### config.mk
export PLATFORM = sky130hd
export DESIGN_NAME = stream_arbiter_rr_n_inp3
export DESIGN_NICKNAME = d
export VERILOG_FILES = /design/src/rtl/stream_arb_pkg.sv /design/src/rtl/rr_priority_select.sv /design/src/rtl/stream_arbiter_rr_n_inp3.sv
export SDC_FILE = /design/constraint.sdc
export NUM_CORES = 1
export LEC_CHECK = 0
export ABC_AREA = 1
export CAP_MARGIN = 20
export CORE_MARGIN = 5
export CORE_UTILIZATION = 50
export CTS_CLUSTER_DIAMETER = 60
export CTS_CLUSTER_SIZE = 10
export DETAILED_ROUTE_END_ITERATION = 12
export GPL_TIMING_DRIVEN = 0
export PLACE_DENSITY = 0.75
export SLEW_MARGIN = 30
export SYNTH_ARGS = -nofsm -noshare
export SYNTH_HDL_FRONTEND = slang
export SYNTH_HIERARCHICAL = 1
export SYNTH_SLANG_ARGS = --single-unit
### constraint.sdc
create_clock -name clk_i -period 16.21 [get_ports clk_i]
set_input_delay 3.242 -clock clk_i [delete_from_list [all_inputs] [get_ports clk_i]]
set_output_delay 3.242 -clock clk_i [all_outputs]
set_load 0.02 [all_outputs]
### src/rtl/stream_arb_pkg.sv
// Shared types and helpers for the round-robin stream arbiter.
// Index fields are sized for up to 2**ARB_IDX_MAX_W inputs; the top slices to IDX_W.
package stream_arb_pkg;

  localparam int ARB_IDX_MAX_W = 8;

  typedef logic [ARB_IDX_MAX_W-1:0] arb_idx_t;

  typedef struct packed {
    arb_idx_t rr_ptr;
    logic     lock;
    arb_idx_t lock_idx;
  } arb_state_t;

  function automatic int idx_width(input int n);
    return (n > 1) ? $clog2(n) : 1;
  endfunction

  function automatic arb_idx_t rr_next(input arb_idx_t idx, input int n);
    if (int'(idx) >= n - 1) return '0;
    return idx + arb_idx_t'(1);
  endfunction

endpackage

### src/rtl/rr_priority_select.sv
// Round-robin priority pick: rotate requests by the start pointer, take the
// lowest set bit, and map it back to an absolute input index.
module rr_priority_select
  import stream_arb_pkg::*;
#(
  parameter int N_INP = 3
) (
  input  logic [N_INP-1:0] req,
  input  arb_idx_t         start,
  output logic             gnt_valid,
  output arb_idx_t         gnt_idx
);

  logic [N_INP-1:0] req_rot;
  int               base;

  always_comb begin
    base    = int'(start) % N_INP;
    req_rot = '0;
    for (int k = 0; k < N_INP; k++) begin
      for (int j = 0; j < N_INP; j++) begin
        if (j == (base + k) % N_INP) req_rot[k] = req[j];
      end
    end
    gnt_valid = 1'b0;
    gnt_idx   = '0;
    // Descending scan so the lowest rotated position is the one that sticks.
    for (int k = N_INP - 1; k >= 0; k--) begin
      if (req_rot[k]) begin
        gnt_valid = 1'b1;
        gnt_idx   = arb_idx_t'((base + k) % N_INP);
      end
    end
  end

endmodule

### src/rtl/stream_arbiter_rr_n_inp3.sv
// Round-robin valid/ready stream arbiter with grant lock on stall and source index output.
// Define STREAM_ARB_OUT_REG_EN to add a full-throughput output register (1 cycle latency).
module stream_arbiter_rr_n_inp3
  import stream_arb_pkg::*;
#(
  parameter  int N_INP      = 3,
  parameter  int DATA_WIDTH = 8,
  localparam int IDX_W      = idx_width(N_INP)
) (
  input  logic                        clk_i,
  input  logic                        rst_ni,
  input  logic [N_INP-1:0]            inp_valid_i,
  output logic [N_INP-1:0]            inp_ready_o,
  input  logic [N_INP*DATA_WIDTH-1:0] inp_data_i,
  output logic                        oup_valid_o,
  input  logic                        oup_ready_i,
  output logic [DATA_WIDTH-1:0]       oup_data_o,
  output logic [IDX_W-1:0]            oup_idx_o
);

  arb_state_t              state_q, state_d;
  logic                    sel_valid;
  arb_idx_t                sel_idx;
  logic                    gnt_any;
  arb_idx_t                gnt_idx;
  logic                    arb_valid;
  logic [DATA_WIDTH-1:0]   arb_data;
  logic                    ds_ready;
  logic                    arb_hs;

  rr_priority_select #(
    .N_INP(N_INP)
  ) u_rr_sel (
    .req       (inp_valid_i),
    .start     (state_q.rr_ptr),
    .gnt_valid (sel_valid),
    .gnt_idx   (sel_idx)
  );

  // A locked grant holds regardless of other requests until it is accepted.
  always_comb begin
    gnt_any = state_q.lock | sel_valid;
    gnt_idx = state_q.lock ? state_q.lock_idx : sel_idx;
  end

  always_comb begin
    arb_valid = 1'b0;
    arb_data  = '0;
    for (int i = 0; i < N_INP; i++) begin
      if (gnt_any && (gnt_idx == arb_idx_t'(i))) begin
        arb_valid = inp_valid_i[i];
        arb_data  = inp_data_i[i*DATA_WIDTH +: DATA_WIDTH];
      end
    end
  end

  always_comb begin
    inp_ready_o = '0;
    for (int i = 0; i < N_INP; i++) begin
      inp_ready_o[i] = rst_ni & ds_ready & gnt_any & (gnt_idx == arb_idx_t'(i));
    end
  end

  assign arb_hs = arb_valid & ds_ready;

  always_comb begin
    state_d = state_q;
    if (arb_hs) begin
      state_d.rr_ptr = rr_next(gnt_idx, N_INP);
      state_d.lock   = 1'b0;
    end else if (arb_valid) begin
      state_d.lock     = 1'b1;
      state_d.lock_idx = gnt_idx;
    end
  end

  always_ff @(posedge clk_i or negedge rst_ni) begin
    if (!rst_ni) begin
      state_q <= '0;
    end else begin
      state_q <= state_d;
    end
  end

`ifdef STREAM_ARB_OUT_REG_EN
  logic                  vld_p1;
  logic [DATA_WIDTH-1:0] data_p1;
  logic [IDX_W-1:0]      idx_p1;

  assign ds_ready = ~vld_p1 | oup_ready_i;

  // ---- stage p1: output register ----
  always_ff @(posedge clk_i or negedge rst_ni) begin
    if (!rst_ni) begin
      vld_p1  <= 1'b0;
      data_p1 <= '0;
      idx_p1  <= '0;
    end else if (arb_hs) begin
      vld_p1  <= 1'b1;
      data_p1 <= arb_data;
      idx_p1  <= gnt_idx[IDX_W-1:0];
    end else if (oup_ready_i) begin
      vld_p1  <= 1'b0;
    end
  end

  assign oup_valid_o = vld_p1;
  assign oup_data_o  = data_p1;
  assign oup_idx_o   = idx_p1;
`else
  assign ds_ready    = oup_ready_i;
  assign oup_valid_o = rst_ni & arb_valid;
  assign oup_data_o  = arb_data;
  assign oup_idx_o   = gnt_idx[IDX_W-1:0];
`endif

  // A locked source must keep valid asserted until its beat is accepted.
  lock_hold_valid : assert property (
    @(posedge clk_i) disable iff (!rst_ni) state_q.lock |-> arb_valid
  ) else $error("stream_arbiter: locked input dropped valid before handshake");

endmodule

==> qor.yml <==
gr-total-overflow: 0
regMostFlops: "state_q"
holdPathStages: 2
power_switching_uw: 529.6
max_freq_ghz: 0.06628
hold_path.class: "flop to flop"
syn_area_um2: 5844
diodes: 0
synth_top_family_by_area: "simple AND/OR/NAND/NOR gates"
nets: 1124
peakVddDrop_v: 0.0002266
cts_tree: "done"
synthCells: 1000
period_share_pct: 93.07
reg_top3: "state_q x17"
synth-compound-area-share_pct: 8.371
drc: 0
drive_gt1_share_pct: 23.93
drt-initial-drc-count: 293
gp_congestion: 0.9060
die-area_um2: 13950
min-delay-start: "state_q[3]"
regArea_um2: 426.7
path_class: "flop to output pin"
min_period_ns: 15.09
switching_share_pct: 57.78
drtPass1Iterations: 5
multi_input_area_um2: 4742
clk_pin_slew_ns: 0.05
syn2layout_area_growth_pct: 17.13
ys_warn_count: 6
dp_cells: 1191
critPathRequiredTime_ns: 12.97
grt_max_degree: 20
final_cell_mix: "314 x nand2_1, 133 x inv_1, 90 x nand3_1, 52 x nand2_2, 52 x nor2_1"
tightestPinTransition_ns: 0.8150
clockRootBuffer: "clkbuf_16"
grt_pass1_wl_um: 23150
hold_violations: 0
powerDensity_nw_per_um2: 133.9
synth_area_leader_cell: "nand2_1"
portBuffers: 43
numClockSinks: 17
syn_area_per_cell_um2: 5.844
htree_levels: 1
start_kind: "flop"
synth.top_cells.by_area: "nand2_1 21%, inv_1 9.0%, nand3_1 8.5%"
initial_core_util_pct: 51.18
fillers: 1158
pwr-share-clk_pct: 5.6
pwr-share-seq_pct: 5.3
clockBufferDepth: 2
slowest_delay_ns: 0.42
cpMostUsedCell: "nand2_1"
synth-simple-area-share_pct: 59.30
rows: 39
die_x_um: 118.1
grt_antenna_before_repair: 0
largest_register_ffs: 17
final_common_cell: "nand2_1"
slowest_stage: "dfrtp_2"
cts_inserted_buffers: 3
crit_fanout: 10
synth_cell_types: 59
dp_hpwl_um: 10940
p_int_uw: 387.0
comb_power_share_pct: 89.2
finalNonFillerCells: 1213
ys_seq_area_share_pct: 7.279
wl_per_cell_um: 11.08
max_slew_margin_pct: 45.50
synthAdderAreaFrac_pct: 4.924
setup_violations: 0
drv_slew: 0
postPlaceCellArea_um2: 6472
synth-xor-area-share_pct: 5.759
worstPathArrival_ns: 11.84
drt.antenna.violating_nets: 0
clock_skew_ns: 0.002837
die_y_um: 118.1
p_leak_uw: 0.003989
startpoint: "state_q[15]"
grt_pass1_vias: 5384
outcome: "finished, final reports clean"
core_um2: 11420
vias: 6078
drt-total-wl_um: 13440
reg2reg_from: "state_q[15]"
clock_latency_ns: 0.25
synth_seq_cells: 17
grt_use_total_pct: 18.23
cap_violations: 0
final_area_um2: 6845
synthMuxAreaShare_pct: 0
vias_per_cell: 5.011
whs_ns: 0.4646
io_pins: 44
synth_top_area_share_pct: 20.62
critPathCaptureType: "output pin"
reg2regPathDepth: 100
-- what timing repair did --
item / CTS / global route
setup endpoints to repair: 10 / 14
gates cloned: 0 / 0
resized for setup: 8 / 61
hold buffers: 0 / 0
setup buffers: 0 / 18
pin swaps: 0 / 9
-- layout make-up --
class,count,share of cell area (%)
Inverter,170,9.377
Timing Repair Buffer,61,8.225
Tap cell,143,2.614
Clock buffer,3,1.097
Clock inverter,1,0.1097
Sequential cell,17,6.233
Buffer,24,3.071
Multi-Input combinational cell,794,69.27
-- final timing paths --
check / endpoint / slack [ns]
max: oup_valid_o / 1.12
min: state_q[3] / 0.46
max reg2reg: state_q[1] / 4.61
min reg2reg: state_q[3] / 0.46
max in group asynchronous: state_q[15] / 12.19
min in group asynchronous: state_q[3] / 3.46
-- cells by family (layout without fill, tap and decap cells) --
kind of cell    after synthesis  count (layout)
simple gates                660             660
buf+inv                     194             259
compound gates               70              70
xor+xnor                     35              35
fa+ha+maj                    23              23
flops                        17              17
other cells                   1               6
-- cells in the mapped netlist, drive strengths merged --
| library cell | number |
|---|---|
| conb | 1 |
| nor2 | 79 |
| ha | 23 |
| and2 | 2 |
| o21bai | 1 |
| nand4 | 38 |
| xnor2 | 7 |
| or2 | 7 |
| nand2 | 375 |
| clkinv | 6 |
| o211ai | 7 |
| a21oi | 8 |
| a31oi | 4 |
| nand3 | 135 |
| dlygate4sd1 | 1 |
| o21a | 2 |
| nand3b | 8 |
| o311ai | 1 |
| o31ai | 2 |
| and3 | 1 |
| clkbuf | 1 |
| a22oi | 1 |
| nor3b | 1 |
| buf | 22 |
| inv | 164 |
| a21boi | 2 |
| o2111ai | 1 |
| nor3 | 14 |
| dfrtp | 17 |
| o21ai | 41 |
| xor2 | 28 |
-- metal layers --
| layer | part of all wire, % | vias to the layer above | track usage, % |
|---|---|---|---|
| met3 | 2.2 | 6 | 0.7689 |
| met1 | 49 | 2710 | 25.03 |
| met5 | 0 | - | 0 |
| met4 | 0.65 | 0 | 1.434 |
| met2 | 48 | 60 | 32.91 |
| li1 | - | 3302 | - |
-- critical path, delay by kind of cell, from the launching register on --
kind | cells | cell delay, ns
simple gates | 73 | 7.31
fa+ha+maj | 8 | 1.67
compound gates | 2 | 0.43
flops | 1 | 0.42
buf+inv | 17 | 1.76
-- power by group through the flow --
stage                     logic [uW]  clock network [uW]  registers, uW
after global routing             929                53.4           48.7
after CTS                        773                51.5           48.0
after floorplan                  612                   0           48.3
after detailed placement         763                   0           48.6
after global placement           753                   0           48.5
final                            817                51.2           48.1
-- metrics by stage --
stage / power, uW / setup slack, ns / util, % / setup TNS (ns)
finish: 916.5 / 1.123 / 59.95 / 0
floorplan: 660.1 / 2.124 / - / 0
global route: 1031 / -0.09177 / 59.95 / -0.4541
global placement: 801.2 / 0.1723 / 56.68 / 0
detailed placement: 812.0 / 0.04149 / 56.68 / 0
CTS: 872.7 / 0.05769 / 57.47 / 0
No activity file was read; power rests on OpenSTA's default activity.
